## src/rtl/eth_pkg.sv

```systemverilog
// Shared types and widths for the Ethernet MAC register-port arbiter.
package eth_pkg;

    localparam int ETH_REG_ADDR_W = 8;
    localparam int ETH_REG_DATA_W = 32;

    typedef enum logic [1:0] {
        IDLE  = 2'd0,
        ISSUE = 2'd1,
        DONE  = 2'd2
    } state_t;

    typedef struct packed {
        logic                      wr;
        logic [ETH_REG_ADDR_W-1:0] addr;
        logic [ETH_REG_DATA_W-1:0] wdata;
    } reg_cmd_t;

endpackage

```

## src/rtl/eth_reg_arbiter.sv

```systemverilog
// Two-port arbiter for the MAC Avalon-MM register port: port 0 has priority,
// port 1 is guaranteed a slot after MAX_CONSEC contested port-0 grants.
module eth_reg_arbiter
    import eth_pkg::*;
#(
    parameter int ADDR_W     = ETH_REG_ADDR_W,
    parameter int DATA_W     = ETH_REG_DATA_W,
    parameter int TIMEOUT    = 255,
    parameter int MAX_CONSEC = 4
) (
    input  logic              clk_hifreq,
    input  logic              rst,
    input  logic              req0,
    input  logic              wr0,
    input  logic [ADDR_W-1:0] addr0,
    input  logic [DATA_W-1:0] wdata0,
    output logic              done0,
    input  logic              req1,
    input  logic              wr1,
    input  logic [ADDR_W-1:0] addr1,
    input  logic [DATA_W-1:0] wdata1,
    output logic              done1,
    output logic [DATA_W-1:0] rdata,
    output logic              err,
    output logic [ADDR_W-1:0] reg_addr,
    output logic [DATA_W-1:0] reg_data_in,
    output logic              reg_wr,
    output logic              reg_rd,
    input  logic [DATA_W-1:0] reg_data_out,
    input  logic              reg_busy
);

    localparam logic [15:0] TMO_L  = 16'(TIMEOUT);
    localparam logic [7:0]  MAXC_L = 8'(MAX_CONSEC);

    state_t            r_state,  w_state_next;
    reg_cmd_t          r_cmd,    w_cmd_next;
    logic              r_grant1, w_grant1_next;
    logic [7:0]        r_consec, w_consec_next;
    logic [15:0]       r_tmo,    w_tmo_next;
    logic              r_reg_wr, w_reg_wr_next;
    logic              r_reg_rd, w_reg_rd_next;
    logic              r_done0,  w_done0_next;
    logic              r_done1,  w_done1_next;
    logic [DATA_W-1:0] r_rdata,  w_rdata_next;
    logic              r_err,    w_err_next;
    logic              w_pick1;
    logic [15:0]       w_tmo_inc;

    assign w_pick1   = req1 && (!req0 || (r_consec == MAXC_L));
    assign w_tmo_inc = r_tmo + 16'd1;

    always_comb begin
        w_state_next  = r_state;
        w_cmd_next    = r_cmd;
        w_grant1_next = r_grant1;
        w_consec_next = r_consec;
        w_tmo_next    = r_tmo;
        w_reg_wr_next = r_reg_wr;
        w_reg_rd_next = r_reg_rd;
        w_done0_next  = 1'b0;
        w_done1_next  = 1'b0;
        w_rdata_next  = r_rdata;
        w_err_next    = r_err;
        case (r_state)
            IDLE: begin
                if (req0 || req1) begin
                    w_grant1_next = w_pick1;
                    if (w_pick1) begin
                        w_cmd_next.wr    = wr1;
                        w_cmd_next.addr  = ETH_REG_ADDR_W'(addr1);
                        w_cmd_next.wdata = ETH_REG_DATA_W'(wdata1);
                        w_consec_next    = 8'd0;
                    end else begin
                        w_cmd_next.wr    = wr0;
                        w_cmd_next.addr  = ETH_REG_ADDR_W'(addr0);
                        w_cmd_next.wdata = ETH_REG_DATA_W'(wdata0);
                        // Count only grants that actually made port 1 wait.
                        if (!req1)
                            w_consec_next = 8'd0;
                        else if (r_consec != MAXC_L)
                            w_consec_next = r_consec + 8'd1;
                    end
                    w_reg_wr_next = w_pick1 ? wr1 : wr0;
                    w_reg_rd_next = w_pick1 ? !wr1 : !wr0;
                    w_state_next  = ISSUE;
                end
            end
            ISSUE: begin
                if (!reg_busy) begin
                    if (r_reg_rd)
                        w_rdata_next = reg_data_out;
                    w_err_next    = 1'b0;
                    w_reg_wr_next = 1'b0;
                    w_reg_rd_next = 1'b0;
                    w_done0_next  = !r_grant1;
                    w_done1_next  = r_grant1;
                    w_state_next  = DONE;
                end else begin
                    w_tmo_next = w_tmo_inc;
                    if (w_tmo_inc == TMO_L) begin
                        w_err_next    = 1'b1;
                        w_reg_wr_next = 1'b0;
                        w_reg_rd_next = 1'b0;
                        w_done0_next  = !r_grant1;
                        w_done1_next  = r_grant1;
                        w_state_next  = DONE;
                    end
                end
            end
            DONE: begin
                w_tmo_next   = 16'd0;
                w_state_next = IDLE;
            end
            default: w_state_next = IDLE;
        endcase
    end

    always_ff @(posedge clk_hifreq) begin
        if (rst) begin
            r_state  <= IDLE;
            r_cmd    <= '0;
            r_grant1 <= 1'b0;
            r_consec <= 8'd0;
            r_tmo    <= 16'd0;
            r_reg_wr <= 1'b0;
            r_reg_rd <= 1'b0;
            r_done0  <= 1'b0;
            r_done1  <= 1'b0;
            r_rdata  <= '0;
            r_err    <= 1'b0;
        end else begin
            r_state  <= w_state_next;
            r_cmd    <= w_cmd_next;
            r_grant1 <= w_grant1_next;
            r_consec <= w_consec_next;
            r_tmo    <= w_tmo_next;
            r_reg_wr <= w_reg_wr_next;
            r_reg_rd <= w_reg_rd_next;
            r_done0  <= w_done0_next;
            r_done1  <= w_done1_next;
            r_rdata  <= w_rdata_next;
            r_err    <= w_err_next;
        end
    end

    assign reg_addr    = ADDR_W'(r_cmd.addr);
    assign reg_data_in = DATA_W'(r_cmd.wdata);
    assign reg_wr      = r_reg_wr;
    assign reg_rd      = r_reg_rd;
    assign done0       = r_done0;
    assign done1       = r_done1;
    assign rdata       = r_rdata;
    assign err         = r_err;

endmodule
```

## config.mk

```make
export PLATFORM = sky130hd
export DESIGN_NAME = eth_reg_arbiter
export DESIGN_NICKNAME = d
export VERILOG_FILES = /design/src/rtl/eth_pkg.sv /design/src/rtl/eth_reg_arbiter.sv
export SDC_FILE = /design/constraint.sdc
export NUM_CORES = 1
export LEC_CHECK = 0
export CORE_ASPECT_RATIO = 1.4
export CORE_MARGIN = 5
export CORE_UTILIZATION = 43
export DETAILED_ROUTE_END_ITERATION = 7
export MAX_ROUTING_LAYER = met4
export PLACE_DENSITY = 0.8
export SKIP_CTS_REPAIR_TIMING = 1
export SYNTH_ARGS = -nofsm -noshare
export SYNTH_HDL_FRONTEND = slang
export SYNTH_SLANG_ARGS = --single-unit
```

## constraint.sdc

```tcl
create_clock -name clk_hifreq -period 3.35 [get_ports clk_hifreq]
set_clock_uncertainty 0.2 [all_clocks]
set_input_delay 0.67 -clock clk_hifreq [delete_from_list [all_inputs] [get_ports clk_hifreq]]
set_output_delay 0.67 -clock clk_hifreq [all_outputs]
set_load 0.01 [all_outputs]
```

* Word level (Yosys, flattened, before mapping)
Index checks and enable logic that the tools add are counted.
** Operators by class
- Bitwise gates (word level) :: 2
- Shift-type cells :: 0
- Add/sub/neg operators :: 2
- Order comparisons :: 0
- Eq/ne operators :: 10
- $mul :: 0
- Divide/modulo/power cells :: 0
- Mux-type cells :: 24
- Reductions and logical operators :: 18
** Operator list (number)
- $mux W40 :: 1
- $pmux W16 S2 :: 1
- $mux W8 :: 3
- $add A16 B1 Y16 const B :: 1
- $eq A16 B8 Y1 const B :: 1
- $mux W16 :: 1
- $mux W1 :: 12
- $reduce_and A3 Y1 :: 3
- $add A8 B1 Y8 const B :: 1
- $eq A8 B3 Y1 const B :: 1
- $ne A8 B3 Y1 const B :: 1
- $reduce_and A2 Y1 :: 4
- $mux W2 :: 3
- $logic_not A1 Y1 :: 4
- $ne A2 B2 Y1 const B :: 2
- $pmux W1 S2 :: 2
- $pmux W2 S2 :: 1
- $reduce_bool A2 Y1 :: 2
- $ne A3 B1 Y1 const B :: 1
- $ne A3 B3 Y1 const B :: 1
- $eq A2 B1 Y1 const B :: 1
- $eq A2 B2 Y1 const B :: 1
- $logic_not A2 Y1 :: 1
- $logic_or A1 B1 Y1 :: 2
- other kinds (4) :: 5
** Word-level totals
- Bits in registers :: 104
- Memories :: 0
- Bits in latches :: 0
- Bits in read-only memories :: 0
- Output and inout bits :: 77
- Memory bits (writable) :: 0
- Logic and storage cells :: 68

* Depth between registers and ports, before layout
Gate-level depths: netlist of the first run.
- Word-level depth :: 6
- Mapped depth :: 9

* Least setup slack after synthesis of the first run
No wires, ideal clock.
- Kind :: register to register
- From :: register r_tmo[0]
- To :: register r_done0 (netlist: done0)
- Clock period less this slack :: 2.328 ns
- Library setup time :: 0.100 ns
- Path buffers :: 1
- Arrival time :: 2.028 ns
- Stages on the path, launching flop included :: 9
- Path slack :: 1.022 ns
- Cell sequence :: dfxtp_1 ha_1 buf_4 a21o_1 a31oi_1 o21ai_1 a2111oi_4 nand4_4 a2111oi_4
** On the way
- Longest elaborated chain between the ends :: 4
** RTL lines
- from (decl) :: line eth_reg_arbiter.sv:40 : logic [15:0] r_tmo, w_tmo_next;
- from (signal assigned) :: line eth_reg_arbiter.sv:137 : r_tmo <= w_tmo_next;
- $add A16 B1 Y16 :: line eth_reg_arbiter.sv:51 : assign w_tmo_inc = r_tmo + 16'd1;
- $eq A16 B8 Y1 :: line eth_reg_arbiter.sv:101 : if (w_tmo_inc == TMO_L) begin
- $mux W1 :: line eth_reg_arbiter.sv:101
- $mux W1 :: line eth_reg_arbiter.sv:90 : if (!reg_busy) begin
- to (signal assigned) :: line eth_reg_arbiter.sv:140 : r_done0 <= w_done0_next;
- to (decl) :: line eth_reg_arbiter.sv:43 : logic r_done0, w_done0_next;
Every way passes these cells.
A chain may end at the register's enable or synchronous reset.

* Final worst setup path of the first run
- From :: register r_consec[0]
- To :: register r_cmd (netlist bit reg_data_in[6])
** On the way
- Longest elaborated chain between the ends :: 4
** RTL lines
- from (decl) :: line eth_reg_arbiter.sv:39 : logic [7:0] r_consec, w_consec_next;
- from (signal assigned) :: line eth_reg_arbiter.sv:136 : r_consec <= w_consec_next;
- $eq A8 B3 Y1 :: line eth_reg_arbiter.sv:50 : assign w_pick1 = req1 && (!req0 || (r_consec == MAXC_L));
- $logic_or A1 B1 Y1 :: line eth_reg_arbiter.sv:50
- $logic_and A1 B1 Y1 :: line eth_reg_arbiter.sv:50
- $mux W40 :: line eth_reg_arbiter.sv:69 : if (w_pick1) begin
- to (signal assigned) :: line eth_reg_arbiter.sv:134 : r_cmd <= w_cmd_next;
- to (decl) :: line eth_reg_arbiter.sv:37 : reg_cmd_t r_cmd, w_cmd_next;
Every way passes these cells.

==> run metrics, run 1 <==
status finished, final reports clean; CP endpoint kind flip-flop; VDD IR max 265 uV; clock slew at reported path FFs 70 ps; top fanout value on the critical path 16; Initial DRC Count 201; CTS Buf Count 9; WS Path Type flip-flop to flip-flop; maxcap violations 0; Least-Margin Pin Slew 782 ps; M3 GR Usage 6.87%; Fmax 369 MHz; I/O Pins 196; port bufs 195; hold_sp rdata[27]; met2 Usage GRT 34.7%; FF+latch count, synth 104; smallest setup slack after layout 640 ps; count of final hold-check violations 0; drt wl/cell 16.0 um; Worst path top cell family by delay simple AND/OR/NAND/NOR gates; DIE WIDTH 98.5 um; vias 4610; crit path launch type flip-flop; Starting Density 43.6%; Critical Path RT 3400 ps; half-perimeter wire length after placement 10500 um; number of global-route vias before repair 4566; DIE AREA 0.0132 sq mm; Die Height 134 um; YS warnings 0; ANT cells 0; Critical Path Start r_consec[0]; clock root buffer master clkbuf_16; Fin Setup TNS 0 ps; share of post-route cells with drive strength above 1 4.83%; Critical R2R Launch r_consec[0]; Global Route Usage Sum 21.0%; crit-path cells inv_1 -> ha_1 -> or4b_1 -> o31ai_1 -> nand2_2 -> buf_4 -> mux2i_1 -> a211oi_1; EDFF count, synth 0; Seq/Total Area, Yosys 44.2%; # DRC 0; RSZ-0062 raised after global routing no; syn_nets 676; synthesized instance count 553; gr ovfl total 0; sum of buffers and inverters on the critical path 2; Final ANT Viol Nets 0; core area 0.0108 sq mm; Final setup viols 0; grt met1 use 23.1%; synth unique cells 45; CTS sink cnt 104; ys async rst share 0%; Longest Clk Path Bufs 2; Tcrit/Tclk final 80.9%; Area Growth Syn to Fin 50.2%; global-route wire length before repair 21700 um; drt pass-1 iters 4; CP Data Arrival Time 2760 ps; GPL Wtd Cong 0.783; CTS tree done; CP peak stage delay 490 ps; largest net degree at the start of global routing 92; Clock Latency Late Sink 340 ps; final wirelength 13900 um; row count 45; Post-Synthesis Cell Area 0.00471 sq mm; Mapped Avg Cell Area 8.52 sq um; H-Tree Depth 3; Slowest cell on crit path or4b_1; post-layout util 65.5%; P_leak 0.00267 uW; Final nets 844; Pwr per Cell Area 449 mW/mm^2; initial antenna violation count 0; Main synth FF type dfxtp_1; Slew headroom 47.3%; pre-CTS WS 620 ps; HP Class flip-flop to flip-flop; most used routing layer met2; number of vias per cell 5.32; min Tclk post-route 2710 ps; Slew Limit Fails 0
==> area by class of cell <==
| class | instances | area [sq um] |
|---|---|---|
| clock buffer | 9 | 225 |
| clock inverter | 6 | 118 |
| fill | 896 | 3730 |
| inverter | 5 | 18.8 |
| multi-input combinational | 399 | 2420 |
| sequential | 104 | 2080 |
| tap | 141 | 176 |
| timing repair buffer | 202 | 2040 |
==> per-layer routing <==
layer	vias up	part of all wire, %	routed length, um
li1	2296	-	-
met1	2106	39	5480
met2	181	50	6890
met3	27	7.9	1100
met4	0	3.0	414
met5	-	0	0
==> where the power goes <==
group	internal (uW)	switching [uW]	total (uW)
sequential	1310	47.3	1360
clock	733	465	1200
combinational	340	277	618
==> cell families after synthesis <==
kind of cell | count (synthesis) | share of synthesized area, %
simple gates | 205 | 19.8
compound gates | 142 | 20.4
flops | 104 | 44.2
buf+inv | 50 | 4.57
mux | 41 | 8.71
xor+xnor | 7 | 1.30
fa+ha+maj | 4 | 1.06
==> sequential cells by signal (all words and copies together) (netlist names) <==
name	count
r_consec	8
r_grant1	1
r_state	2
reg_rd	1
err	1
done0	1
r_tmo	16
rdata	32
reg_wr	1
reg_addr	8
reg_data_in	32
done1	1
==> worst min-delay path, stage by stage (launching register included) <==
cell,delay [ps]
dfxtp_1,310
nand2_1,50
a21oi_1,50
==> per-stage QoR <==
stage | total power, uW | cells | area, sq um | hold WS (ps)
floorplan | 1650 | 553 | 4710 | 240
global placement | 1990 | 851 | 6740 | 241
detailed placement | 2010 | 851 | 6740 | 248
CTS | 3200 | 866 | 7080 | 258
global route | 3320 | 866 | 7080 | 275
finish | 3180 | 866 | 7080 | 254
==> worst paths after layout <==
check                        end  slack (ps)  depth (start not counted)
hold reg to reg        rdata[27]         250                          2
hold / removal         rdata[27]         250                          2
setup reg to reg  reg_data_in[6]         640                          8
setup / recovery  reg_data_in[6]         640                          8
==> cell usage after synthesis (all sizes together), types with 2 or more instances <==
| master | number | share of area [%] |
|---|---|---|
| or3 | 4 | 0.53 |
| a21oi | 52 | 5.5 |
| nor2 | 74 | 5.9 |
| ha | 4 | 1.1 |
| inv | 5 | 0.40 |
| and2 | 3 | 0.40 |
| a2111oi | 3 | 1.8 |
| xor2 | 5 | 0.93 |
| o21a | 2 | 0.32 |
| o21ai | 17 | 1.8 |
| nand4 | 8 | 1.7 |
| clkbuf | 36 | 3.1 |
| a31oi | 5 | 0.66 |
| dfxtp | 104 | 44 |
| a211oi | 44 | 7.0 |
| xnor2 | 2 | 0.37 |
| o31ai | 2 | 0.32 |
| mux2i | 41 | 8.7 |
| nand3 | 12 | 1.3 |
| a311oi | 5 | 0.93 |
| nor3 | 7 | 0.98 |
| o2bb2ai | 2 | 0.37 |
| nand3b | 4 | 0.64 |
| a21o | 2 | 0.35 |
| buf | 9 | 1.1 |
| a22oi | 4 | 0.64 |
| nand2 | 82 | 6.5 |
| and3 | 6 | 0.80 |
==> cells in the final DEF, fill, tap and decap left out, types with 5 or more instances in the layout <==
| master | Yosys | routed |
|---|---|---|
| inv_1 | 5 | 5 |
| o21ai_0 | 16 | 16 |
| xor2_1 | 5 | 5 |
| nand2_1 | 82 | 81 |
| a311oi_1 | 5 | 5 |
| nor3_1 | 6 | 6 |
| a31oi_1 | 5 | 5 |
| mux2i_1 | 41 | 41 |
| nand3_1 | 12 | 12 |
| and3_1 | 6 | 6 |
| buf_4 | 1 | 5 |
| clkbuf_16 | 0 | 9 |
| clkdlybuf4s50_1 | 0 | 194 |
| a211oi_1 | 44 | 44 |
| a21oi_1 | 52 | 52 |
| dfxtp_1 | 104 | 104 |
| nor2_1 | 74 | 74 |
| nand4_1 | 6 | 6 |
Power figures use the tool's default switching activity.
==> inputs of run 2 (changes only) <==
clock period = 2.8 ns   (was 3.35 ns; I/O delays follow)
==> run 2 against run 1 <==
Compared with the run above: largest power group unchanged; register-to-register slack lost 470 ps; die area is the same; fmax grew 3.0%; worst setup slack lost 470 ps; hold slack gained 3.6 ps; first-iteration DRC count grew 10%; global-route usage shrank 0.35 points; critical endpoint is now done0.
==> run metrics, run 2 (synthesis gave the netlist of run 1 again) <==
global-route wire length before repair 21500 um; post-layout util 65.1%; # DRC 0; switching share of power 26.4%; Global Route Usage Sum 20.6%; H-Tree Depth 3; Final setup viols 0; drt wl/cell 15.7 um; sum of buffers and inverters on the critical path 0; gr ovfl total 0; final wirelength 13700 um; count of final hold-check violations 0; I/O Pins 196; Critical Path RT 2850 ps; Clk network pwr share 32.7%; Multi-input gate area 0.00242 sq mm; Slowest cell on crit path a2111oi_4; CTS tree done; commonest non-fill, non-tap cells in the layout 194 x clkdlybuf4s50_1, 104 x dfxtp_1, 81 x nand2_1; Tcrit/Tclk final 93.9%; number of global-route vias before repair 4454; Least-Margin Pin Slew 827 ps; Final ANT Viol Nets 0; Final nets 850; status finished, final reports clean; Slew Limit Fails 0; Slew headroom 44.3%; fin cells 873; CP peak stage delay 450 ps; CP Data Arrival Time 2680 ps; Fmax 380 MHz; share of post-route cells with drive strength above 1 5.33%; Die Height 134 um; CTS sink cnt 104; initial antenna violation count 0; vias 4649; Pint 2590 uW; top fanout value on the critical path 8; CTS Buf Count 9; core area 0.0108 sq mm; HP Class flip-flop to flip-flop; WS Path Type flip-flop to flip-flop; drt pass-1 iters 4; CP endpoint kind flip-flop; Initial DRC Count 222; sequential cell area 0.00208 sq mm; VDD IR max 263 uV; min Tclk post-route 2630 ps; clock slew at reported path FFs 70 ps; Logic pwr share 21.2%; crit path launch type flip-flop; Top cell by count, worst path a2111oi_4; largest net degree at the start of global routing 62; DIE WIDTH 98.5 um; commonest non-fill, non-tap cell in the layout clkdlybuf4s50_1; Fin Setup TNS 0 ps; RSZ-0062 raised after global routing no; Pwr per Cell Area 501 mW/mm^2; fillers 920; half-perimeter wire length after placement 10300 um; row count 45; maxcap violations 0; crit-path cells ha_1 -> nand2_1 -> nor4b_2 -> o21ai_1 -> a2111oi_4 -> nand4_4 -> a2111oi_4; cell count after placement 857; clock root buffer master clkbuf_16; ANT cells 0; P_sw 932 uW; Longest Clk Path Bufs 2; Worst path top cell family by delay compound AO/OA/AOI/OAI gates; DIE AREA 0.0132 sq mm; GPL Wtd Cong 0.867; Area Growth Syn to Fin 49.3%; sequential share of power 46.2%; number of vias per cell 5.33; port bufs 195; Clock Latency Late Sink 340 ps; Starting Density 43.6%; P_leak 0.00266 uW
-- run 2: layout make-up --
type	instances	area share, %
Timing Repair Buffer	208	29.5
Tap cell	141	2.51
Clock buffer	12	3.36
Clock inverter	4	0.427
Inverter	5	0.267
Sequential cell	104	29.6
Multi-Input combinational cell	399	34.4
-- run 2: worst paths after layout --
| check | from | to | slack [ps] | cells after the start |
|---|---|---|---|---|
| worst max register to register | r_tmo[0] | done0 | 170 | 7 |
| worst max-delay path | r_tmo[0] | done0 | 170 | 7 |
| worst min-delay path | rdata[2] | rdata[2] | 260 | 2 |
| worst min register to register | rdata[2] | rdata[2] | 260 | 2 |
-- run 2: tightest hold or removal path, delay by kind of cell, from the launching register on --
kind	cells	cell delay, ps
AND/OR/NAND/NOR	1	50
flip-flops	1	310
AO/OA/AOI/OAI	1	50
-- run 2: power groups by stage --
stage	logic, uW	clock network [uW]	registers (uW)
6_report	747	1150	1630
5_1_grt	811	1240	1640
4_1_cts	753	1180	1630
3_5_place_dp	747	0	1660
3_3_place_gp	738	0	1660
2_1_floorplan	281	0	1700
-- run 2: through the flow --
stage               hold slack (ps)  worst slack [ps]  area, sq um  total power [uW]
floorplan                       240               472         4710              1980
global placement                240               324         6770              2390
detailed placement              249               194         6770              2410
CTS                             259               180         7040              3560
global route                    274              30.3         7040              3690
finish                          257               169         7040              3520
-- run 2: routing by layer --
metal	track usage [%]	vias to the layer above	share of wire (%)
met4	5.62	0	1.4
met2	35.1	176	51
met5	-	-	0
li1	-	2305	-
met1	23.1	2152	38
met3	6.82	16	9.3
